===== src/rtl/sprite_ram_writer_if.sv =====
// Pixel-stream and sprite-RAM write bus for sprite_ram_writer.
// master: the block feeding pixels and consuming writes; slave: the writer.
interface sprite_ram_writer_if #(
  parameter int ADDR_W = 10,
  parameter int IDX_W  = 4
);
  logic              start;
  logic [1:0]        bank;
  logic              abort;
  logic              in_valid;
  logic [IDX_W-1:0]  in_data;
  logic              in_ready;
  logic              wr_en;
  logic [1:0]        wr_bank;
  logic [ADDR_W-1:0] wr_addr;
  logic [IDX_W-1:0]  wr_data;
  logic              busy;
  logic              done;
  logic              error;

  modport master (
    output start, bank, abort, in_valid, in_data,
    input  in_ready, wr_en, wr_bank, wr_addr, wr_data, busy, done, error
  );

  modport slave (
    input  start, bank, abort, in_valid, in_data,
    output in_ready, wr_en, wr_bank, wr_addr, wr_data, busy, done, error
  );
endinterface


===== src/rtl/sprite_ram_writer.sv =====
// Streams palette indices of one sprite (raster order) into the selected
// sprite RAM bank; one registered write per accepted pixel.
module sprite_ram_writer #(
  parameter int NUM_PIXELS = 576,
  parameter int ADDR_W     = 10,
  parameter int IDX_W      = 4
) (
  input logic              Clk,
  input logic              Reset,
  sprite_ram_writer_if.slave bus
);

  typedef enum logic [1:0] {IDLE, LOAD, DONE} state_t;

  localparam logic [ADDR_W-1:0] LAST_PIXEL = ADDR_W'(NUM_PIXELS - 1);

  state_t            state, state_nxt;
  logic [ADDR_W-1:0] cnt;
  logic [1:0]        bank_q;
  logic              xfer;
  logic              start_ok;
  logic              start_bad;
  logic              in_ready_c;
  logic              busy_c;
  logic              done_c;

  // State register
  always_ff @(posedge Clk or posedge Reset) begin
    if (Reset) state <= IDLE;
    else       state <= state_nxt;
  end

  // Next state, handshake and status decode
  always_comb begin
    state_nxt  = state;
    in_ready_c = 1'b0;
    busy_c     = 1'b0;
    done_c     = 1'b0;
    start_ok   = 1'b0;
    start_bad  = 1'b0;
    xfer       = 1'b0;
    case (state)
      IDLE: begin
        start_ok  = bus.start && (bus.bank != 2'd3);
        start_bad = bus.start && (bus.bank == 2'd3);
        if (start_ok) state_nxt = LOAD;
      end
      LOAD: begin
        busy_c     = 1'b1;
        in_ready_c = !bus.abort;
        xfer       = bus.in_valid && !bus.abort;
        if (bus.abort)                      state_nxt = IDLE;
        else if (xfer && cnt == LAST_PIXEL) state_nxt = DONE;
      end
      DONE: begin
        // The final pixel's write lands in this same cycle.
        done_c    = 1'b1;
        state_nxt = IDLE;
      end
      default: state_nxt = IDLE;
    endcase
  end

  assign bus.in_ready = in_ready_c;
  assign bus.busy     = busy_c;
  assign bus.done     = done_c;

  // Pixel counter and latched target bank
  always_ff @(posedge Clk or posedge Reset) begin
    if (Reset) begin
      cnt    <= '0;
      bank_q <= '0;
    end else if (start_ok) begin
      cnt    <= '0;
      bank_q <= bus.bank;
    end else if (xfer && cnt != LAST_PIXEL) begin
      cnt <= cnt + 1'b1;
    end
  end

  // Registered write port and error pulse; write fields hold between strobes
  always_ff @(posedge Clk or posedge Reset) begin
    if (Reset) begin
      bus.wr_en   <= 1'b0;
      bus.wr_bank <= '0;
      bus.wr_addr <= '0;
      bus.wr_data <= '0;
      bus.error   <= 1'b0;
    end else begin
      bus.wr_en <= xfer;
      bus.error <= start_bad;
      if (xfer) begin
        bus.wr_bank <= bank_q;
        bus.wr_addr <= cnt;
        bus.wr_data <= bus.in_data;
      end
    end
  end

endmodule

===== src/flat_wrapper.sv =====
// flat-port wrapper written by rule: the top's interface ports become plain ports
module sprite_ram_writer_flat 
#(
  parameter int NUM_PIXELS = 576,
  parameter int ADDR_W     = 10,
  parameter int IDX_W      = 4
)
  (Clk, Reset, bus_start, bus_bank, bus_abort, bus_in_valid, bus_in_data, bus_in_ready, bus_wr_en, bus_wr_bank, bus_wr_addr, bus_wr_data, bus_busy, bus_done, bus_error);
  sprite_ram_writer_if #(.ADDR_W(ADDR_W), .IDX_W(IDX_W)) bus_i ();
  input logic Clk;
  input logic Reset;
  input wire logic [$bits(bus_i.start)-1:0] bus_start;
  input wire logic [$bits(bus_i.bank)-1:0] bus_bank;
  input wire logic [$bits(bus_i.abort)-1:0] bus_abort;
  input wire logic [$bits(bus_i.in_valid)-1:0] bus_in_valid;
  input wire logic [$bits(bus_i.in_data)-1:0] bus_in_data;
  output wire logic [$bits(bus_i.in_ready)-1:0] bus_in_ready;
  output wire logic [$bits(bus_i.wr_en)-1:0] bus_wr_en;
  output wire logic [$bits(bus_i.wr_bank)-1:0] bus_wr_bank;
  output wire logic [$bits(bus_i.wr_addr)-1:0] bus_wr_addr;
  output wire logic [$bits(bus_i.wr_data)-1:0] bus_wr_data;
  output wire logic [$bits(bus_i.busy)-1:0] bus_busy;
  output wire logic [$bits(bus_i.done)-1:0] bus_done;
  output wire logic [$bits(bus_i.error)-1:0] bus_error;
  assign bus_i.start = bus_start;
  assign bus_i.bank = bus_bank;
  assign bus_i.abort = bus_abort;
  assign bus_i.in_valid = bus_in_valid;
  assign bus_i.in_data = bus_in_data;
  assign bus_in_ready = bus_i.in_ready;
  assign bus_wr_en = bus_i.wr_en;
  assign bus_wr_bank = bus_i.wr_bank;
  assign bus_wr_addr = bus_i.wr_addr;
  assign bus_wr_data = bus_i.wr_data;
  assign bus_busy = bus_i.busy;
  assign bus_done = bus_i.done;
  assign bus_error = bus_i.error;
  sprite_ram_writer #(.NUM_PIXELS(NUM_PIXELS), .ADDR_W(ADDR_W), .IDX_W(IDX_W)) u_core (.Clk(Clk), .Reset(Reset), .bus(bus_i));
endmodule

===== config.mk =====
export PLATFORM = sky130hd
export DESIGN_NAME = sprite_ram_writer_flat
export DESIGN_NICKNAME = d
export VERILOG_FILES = /design/src/rtl/sprite_ram_writer_if.sv /design/src/rtl/sprite_ram_writer.sv /design/src/flat_wrapper.sv
export SDC_FILE = /design/constraint.sdc
export NUM_CORES = 1
export LEC_CHECK = 0
export ABC_AREA = 1
export ABC_CLOCK_PERIOD_IN_PS = 1700
export CAP_MARGIN = 10
export CORE_ASPECT_RATIO = 1.4
export CORE_UTILIZATION = 49
export DETAILED_ROUTE_END_ITERATION = 8
export PLACE_DENSITY = 0.78
export SYNTH_ARGS = -nofsm -noshare
export SYNTH_HDL_FRONTEND = slang
export SYNTH_SLANG_ARGS = --single-unit

===== constraint.sdc =====
create_clock -name Clk -period 1.7 [get_ports Clk]
set_clock_uncertainty 0.15 [all_clocks]
set_input_delay 0.255 -clock Clk [delete_from_list [all_inputs] [get_ports Clk]]
set_output_delay 0.255 -clock Clk [all_outputs]
set_load 0.01 [all_outputs]

### Word-level counts from Yosys, hierarchy flattened

Index checks and enable logic that the tools add are counted.
Widths: inputs -> output; s select.

| operators by class | value |
|---|---|
| add/sub/neg operators | 1 |
| equal/unequal tests | 8 |
| muxes and demuxes | 12 |
| reductions and logical operators | 9 |

Operators by type and width:

| operator | count |
|---|---|
| $mux 10 | 2 |
| $add 10x1->10 const B | 1 |
| $eq 10x10->1 const B | 1 |
| $ne 10x10->1 const B | 1 |
| $mux 1 | 6 |
| $mux 2 | 3 |
| $logic_and 1x1->1 | 5 |
| $eq 2x2->1 const B | 2 |
| $pmux 2 s2 | 1 |
| $ne 3x2->1 const B | 1 |
| $eq 2x1->1 const B | 1 |
| $logic_not 2->1 | 1 |
| $ne 2x1->1 const B | 1 |
| $ne 2x2->1 const B | 1 |
| $reduce_and 2->1 | 1 |
| $reduce_bool 2->1 | 1 |
| $logic_not 1->1 | 1 |

| word-level totals | value |
|---|---|
| register bits after elaboration | 32 |
| input port bits | 11 |
| output and inout port bits | 21 |
| word-level logic and storage cells | 38 |

### Longest topological paths before layout

Gate-level depths: netlist of the first run.

| logic depth | value |
|---|---|
| depth in word-level cells | 6 |
| depth in mapped cells | 10 |
| mapped depth without buffers | 10 |

### Worst setup path after synthesis of the first run

OpenSTA, ideal clock, no wires.

| timing | value |
|---|---|
| kind | register to register |
| start | register u_core.cnt[0] |
| end | register u_core.cnt[0] |
| setup time | 0.076 ns |
| data arrival time | 1.199 ns |
| required time | 1.474 ns |
| setup slack | 0.275 ns |
| stages on the path, launching flop included | 7 |
| buffers on the path | 0 |
| clock period less this slack | 1.425 ns |
| cells stage by stage | dfrtp_1 -> ha_1 -> nand3_2 -> nor2_4 -> a21oi_2 -> nand3_1 -> o21ai_1 |

| between the ends | value |
|---|---|
| cells in the longest elaborated chain, start to end | 3 |
| elaborated cells between the ends (all ways) | 6 |
| those cells by class | add/sub: 1; eq/ne: 1; mux: 2; reduce/logical: 2 |

Ends and longest elaborated chain:

| element | RTL line | text |
|---|---|---|
| start, declared | sprite_ram_writer.sv:18 | `logic [ADDR_W-1:0] cnt;` |
| start signal, assigned | sprite_ram_writer.sv:77 | `cnt <= cnt + 1'b1;` |
| $add 10x1->10 or $ne 10x10->1 (tied branches) | sprite_ram_writer.sv:77, sprite_ram_writer.sv:76 |  |
| $mux 10 or $logic_and 1x1->1 (tied branches) | sprite_ram_writer.sv:76 | `end else if (xfer && cnt != LAST_PIXEL) begin` |
| $mux 10 or $reduce_bool 2->1 (tied branches) | n/a |  |

Parallel ways exist; a longest one is shown, timed or not. The select of a mux whose other input is x is not followed.
A chain may end at the register's enable or synchronous reset.

### Worst setup path in the final report of the first run

| timing | value |
|---|---|
| start | register u_core.state[1] |
| end | output port bus_in_ready |

| between the ends | value |
|---|---|
| cells in the longest elaborated chain, start to end | 2 |

Ends and longest elaborated chain:

| element | RTL line | text |
|---|---|---|
| start, declared | sprite_ram_writer.sv:17 | `state_t state, state_nxt;` |
| start signal, assigned | sprite_ram_writer.sv:30 | `else state <= state_nxt;` |
| $eq 2x1->1 | sprite_ram_writer.sv:42 | `case (state)` |
| $mux 1 | sprite_ram_writer.sv:42 |  |
| end, declared | flat_wrapper.sv:17 | `output wire logic [$bits(bus_i.in_ready)-1:0] bus_in_ready;` |

No other way between the ends.

==> reports/results.tsv, run 1 <==
metric	value	unit
ys_warn_count	0	
clockBufferDepth	2	
power_switching	0.508	mW
drc	0	
core	0.00285	mm²
slowest_delay	390	ps
slew_violations	0	
antenna_found_initial	0	
io_buffers	31	
grt_overflow	0	
hold_buffers	0	
power_frac_seq	0.476	
gp_congestion	0.850	
worstPathMaxFanout	4	
root_buffer	clkbuf_8	
post-route-util	0.693	
worst_pin_slew	384	ps
critPathLaunchType	flip-flop	
cts_max_level	2	
endpoint_kind	output pin	
cts_tree	done	
finalWorstSetupSlack	90.0	ps
grt_pass1_vias	1229	
die_area	0.00319	mm²
hold_class	input port to asynchronous set/reset pin	
p_int	1.37	mW
initial_core_util	0.511	
clock_latency	290	ps
tns	0	ps
clock-sinks	32	
netSwitchingFraction	0.270	
first_iter_violations	27	
path_cells	inv_2 -> nand2_1 -> nor2_2 -> clkdlybuf4s15_1	
dr.pass1.iters	4	
synth_area_per_cell	8.41	µm²
max_cap_violations	0	
crit_type	flip-flop to output pin	
fmax	621	MHz
yosysTopAreaCell	dfrtp_1	
vias	1266	
clk_transition_reported_paths	70	ps
placementRows	23	
setup_viol	0	
combPwrFrac	0.207	
hold_viol	0	
syn_area	0.00146	mm²
outcome	finished clean	
syn_to_final_growth	35.7	%
synth-seq-cells	32	
fin_crit_sh	0.947	
synth_top_area_frac	0.550	
post_route_cells_drive_above_1_share	0.156	
die_y	66.5	µm
post-dp-hpwl	2.24	mm
p_total	1.88	mW
grt_pass1_wl	5.04	mm
antenna_left	0	
antenna_cells	0	
grtUsageTotal	0.232	
ys_types	24	
wl_per_cell	11.8	µm
synth-seq-area-share	0.550	
wl	3.00	mm
post_drt_via_cell_ratio	4.96	
final_nets	229	
powerDensity	953	mW/mm²
cpMaxStageDelayCell	dfrtp_1	
syn_nets	185	
fp.dieW	48.1	µm
cellLeakagePower	0.958	nW
hold_ws	202	ps
grt_max_degree	33	
p_clk_frac	0.317	
tritoncts.num_buffers	5	
critPathArrivalTime	1200	ps
max_slew_margin	0.744	
pre_cts_ws	-114	ps
period_needed	1610	ps
synth_area_leaders	dfrtp_1 55%, nand2_1 15%, nand3_1 4.1%	
rsz0062_at_grt	no	
ir_drop	679	µV
synthCells	173	
io_pins	32	
crit_required	1290	ps
==> layout by cell type (no fill, tap or decap), types with 2 or more instances in the layout <==
| master | count |
|---|---|
| nand2_1 | 59 |
| dfrtp_1 | 32 |
| clkdlybuf4s50_1 | 28 |
| inv_1 | 13 |
| nor2_1 | 13 |
| nand3_1 | 12 |
| o21ai_0 | 10 |
| buf_4 | 10 |
| clkbuf_8 | 6 |
| nand2_2 | 4 |
| nand4_1 | 4 |
| xor2_1 | 4 |
| o21ai_1 | 3 |
| clkinv_2 | 3 |
| inv_2 | 2 |
| nor2_2 | 2 |
| a21oi_1 | 2 |
| dlygate4sd2_1 | 2 |
==> registers in the layout, indices dropped and copies added, names as in the netlist <==
name / count
u_core.bus.error: 1
u_core.bus.wr_addr: 10
u_core.state: 2
u_core.bank_q: 2
u_core.bus.wr_data: 4
u_core.bus.wr_bank: 2
u_core.bus.wr_en: 1
u_core.cnt: 10
==> critical path: cells and delay by family, from the launching register on <==
family        cells  cell delay (ps)
flops             1              390
simple gates      2              200
buf+inv           2              330
==> through the flow <==
| stage | area (µm²) | std cells |
|---|---|---|
| 3_3_place_gp | 1860 | 246 |
| 5_1_grt | 1970 | 255 |
| 4_1_cts | 1950 | 254 |
| 3_5_place_dp | 1860 | 246 |
| 2_1_floorplan | 1460 | 173 |
| 6_report | 1970 | 255 |
==> Yosys cell counts <==
cell type,count
a21oi_1,2
a21oi_2,1
buf_2,2
buf_4,1
clkbuf_1,1
clkinv_2,1
dfrtp_1,32
ha_1,1
inv_1,13
inv_2,2
inv_4,1
nand2_1,59
nand2_2,4
nand2_4,1
nand3_1,12
nand3_2,1
nand4_1,4
nor2_1,14
nor2_2,1
nor2_4,1
nor4_1,1
o21ai_0,10
o21ai_1,4
xor2_1,4
==> power groups by stage <==
| stage | Combinational (mW) | Clock (mW) | Sequential (mW) |
|---|---|---|---|
| after floorplan | 0.141 | 0 | 0.930 |
| after global placement | 0.373 | 0 | 0.901 |
| after detailed placement | 0.382 | 0 | 0.906 |
| after CTS | 0.380 | 0.612 | 0.893 |
| after global routing | 0.439 | 0.646 | 0.905 |
| final | 0.390 | 0.596 | 0.896 |
==> final cells by class <==
cell class                 instances  area, µm²
fill                             219        875
sequential                        32        801
multi-input combinational        120        584
timing repair buffer              41        383
clock buffer                       6       82.6
inverter                          17       67.6
tap                               37       46.3
clock inverter                     2       10.0
==> worst paths after layout <==
path                                                  start  cells past startpoint  slack [ps]                     endpoint
worst max-delay path            u_core.state[1]$_DFFE_PP0P_                      4          90                 bus_in_ready
max in group asynchronous                             Reset                      3         920    u_core.cnt[0]$_DFFE_PP0P_
worst min-delay path                                  Reset                      3         200  u_core.state[1]$_DFFE_PP0P_
worst min register to register  u_core.state[1]$_DFFE_PP0P_                      1         310  u_core.state[1]$_DFFE_PP0P_
min in group Clk                u_core.state[1]$_DFFE_PP0P_                      1         310  u_core.state[1]$_DFFE_PP0P_
worst max register to register    u_core.cnt[1]$_DFFE_PP0P_                      8         120    u_core.cnt[0]$_DFFE_PP0P_
==> repair_timing <==
item,in CTS,in global routing
hold endpoints to repair,0,0
endpoints found under the setup margin,3,4
buffers inserted,0,1
pin swaps,0,1
gates resized for setup,3,5
==> metal layers <==
| metal | global-route usage | wire length [µm] |
|---|---|---|
| met1 | 0.242 | 1250 |
| met2 | 0.389 | 1570 |
| met3 | 0.0786 | 117 |
| met4 | 0.122 | 70 |
| met5 | 0 | 0 |
==> logic make-up after synthesis <==
group / synth area share
AOI/OAI and AO/OA: 0.0611
xor gates and xnor gates: 0.0241
adders and majority gates: 0.00860
buffers and inverters: 0.0611
and+or+nand+nor: 0.295
DFF: 0.550
(Power assumes the default switching activity.)
==> inputs of run 2 (changes only) <==
--- a/config.mk
+++ b/config.mk
@@ -11,6 +11,7 @@
 export CORE_ASPECT_RATIO = 1.4
 export CORE_UTILIZATION = 49
 export DETAILED_ROUTE_END_ITERATION = 8
+export GPL_TIMING_DRIVEN = 0
 export PLACE_DENSITY = 0.78
 export SYNTH_ARGS = -nofsm -noshare
 export SYNTH_HDL_FRONTEND = slang
==> run 2 against run 1 <==
  * Register-to-register slack barely moved
  * First-iteration DRC count grew 48%
  * Non-clock buffer count fell by 5
  * Clock power up 4.9%
  * Worst hold slack better by 3.0 ps
  * Highest routed layer unchanged
==> reports/results.tsv, run 2 (synthesized netlist as in run 1, its figures left out) <==
metric	value	unit
endpoint_kind	flip-flop	
setup_viol	0	
max_slew_margin	0.571	
cts_tree	done	
placementRows	23	
grtUsageTotal	0.232	
tns	0	ps
hold_viol	0	
die_y	66.5	µm
drc	0	
dr.pass1.iters	4	
syn_to_final_growth	33.9	%
grt_pass1_wl	5.03	mm
p_int	1.40	mW
clock-sinks	32	
combPwrFrac	0.197	
fin_crit_sh	0.936	
clk_transition_reported_paths	60	ps
critPathLaunchType	input port	
p_clk_frac	0.331	
grt_pass1_vias	1194	
gp_congestion	0.849	
initial_core_util	0.511	
outcome	finished clean	
grt_max_degree	33	
final_common_cell	nand2_1	
tritoncts.num_buffers	5	
hold_class	input port to asynchronous set/reset pin	
r2r_slack	130	ps
io_buffers	31	
cts_max_level	2	
cellLeakagePower	0.933	nW
use_met3	0.0732	
post_drt_via_cell_ratio	4.98	
die_area	0.00319	mm²
grt_util_met1	0.242	
post-dp-hpwl	2.24	mm
netSwitchingFraction	0.261	
antenna_found_initial	0	
finalInstanceArea	0.00195	mm²
power_frac_seq	0.472	
reg2reg_to	u_core.cnt[9]$_DFFE_PP0P_	
worst_pin_slew	643	ps
finalWorstSetupSlack	109	ps
rr_startpoint	u_core.cnt[1]$_DFFE_PP0P_	
antenna_cells	0	
post_route_cells_drive_above_1_share	0.127	
max_cap_violations	0	
crit_required	1720	ps
worstPathMaxFanout	10	
p_total	1.89	mW
clockBufferDepth	2	
io_pins	32	
antenna_left	0	
hold_buffers	0	
grt.met2_usage	0.395	
fillers	224	
layout_common_cells	59 x nand2_1, 32 x dfrtp_1, 28 x clkdlybuf4s50_1	
slew_violations	0	
clock_latency	280	ps
powerDensity	969	mW/mm²
multiInputGateArea	581	µm²
grt_overflow	0	
pre_cts_ws	-191	ps
core	0.00285	mm²
fmax	629	MHz
period_needed	1590	ps
crit_type	input port to flip-flop	
ir_drop	749	µV
fp.dieW	48.1	µm
seqCellArea	801	µm²
vias	1241	
rsz0062_at_grt	no	
rr_worst_depth	9	
reg.largest.list	u_core.bus.wr_addr: 10 flops, u_core.cnt: 10 flops, u_core.bus.wr_data: 4 flops	
wl	3.13	mm
placed_area	0.00181	mm²
power_switching	0.493	mW
root_buffer	clkbuf_8	
final_nets	224	
critPathArrivalTime	1610	ps
first_iter_violations	40	
busiest_layer	met2	
wl_per_cell	12.6	µm
## run 2: worst max-delay path: stages
cell and delay [ps]:
clkdlybuf4s50_1 490, inv_1 50, nor2_2 120, nand2_4 130, inv_4 140, nand2_2 60
nand2_2 110, clkinv_2 120, nand2_1 70, nand2_1 60
## run 2: worst max-delay path by stage
stage	endpoint	cells past startpoint	start	slack (ps)
3_5_place_dp	u_core.cnt[2]$_DFFE_PP0P_	10	bus_in_valid	-190
4_1_cts	bus_in_ready	4	u_core.state[1]$_DFFE_PP0P_	60
3_3_place_gp	u_core.cnt[2]$_DFFE_PP0P_	10	bus_in_valid	-140
5_1_grt	u_core.cnt[5]$_DFFE_PP0P_	9	u_core.cnt[1]$_DFFE_PP0P_	5
2_1_floorplan	u_core.cnt[0]$_DFFE_PP0P_	6	u_core.cnt[0]$_DFFE_PP0P_	270
6_report	u_core.cnt[9]$_DFFE_PP0P_	10	bus_in_valid	110
## run 2: layer usage
layer	vias up	routed length, µm
met1	584	1280
li1	621	-
met3	9	100
met2	27	1660
met4	0	86
met5	-	0
## run 2: layout make-up
class | instances | share of cell area
multi-input combinational | 120 | 0.298
inverter | 17 | 0.0347
timing repair buffer | 32 | 0.172
sequential | 32 | 0.411
tap | 37 | 0.0238
clock buffer | 7 | 0.0495
buffer | 4 | 0.0109
## run 2: metrics by stage
| stage | util | instances | hold WS, ps |
|---|---|---|---|
| 6_report | 0.684 | 249 | 205 |
| 4_1_cts | 0.668 | 248 | 308 |
| 3_5_place_dp | 0.636 | 241 | 300 |
| 3_3_place_gp | 0.636 | 241 | 295 |
| 5_1_grt | 0.684 | 249 | 301 |
| 2_1_floorplan | - | 173 | 176 |
## run 2: timing repair
action	CTS	global route
setup endpoints to repair	3	5
setup buffers	0	0
resized for setup	3	5
cloned	0	0
## run 2: power groups by stage
stage	clock network [mW]	logic (mW)	registers (mW)
2_1_floorplan	0	0.141	0.930
3_3_place_gp	0	0.359	0.900
3_5_place_dp	0	0.366	0.905
4_1_cts	0.633	0.364	0.893
5_1_grt	0.661	0.415	0.901
6_report	0.625	0.373	0.891
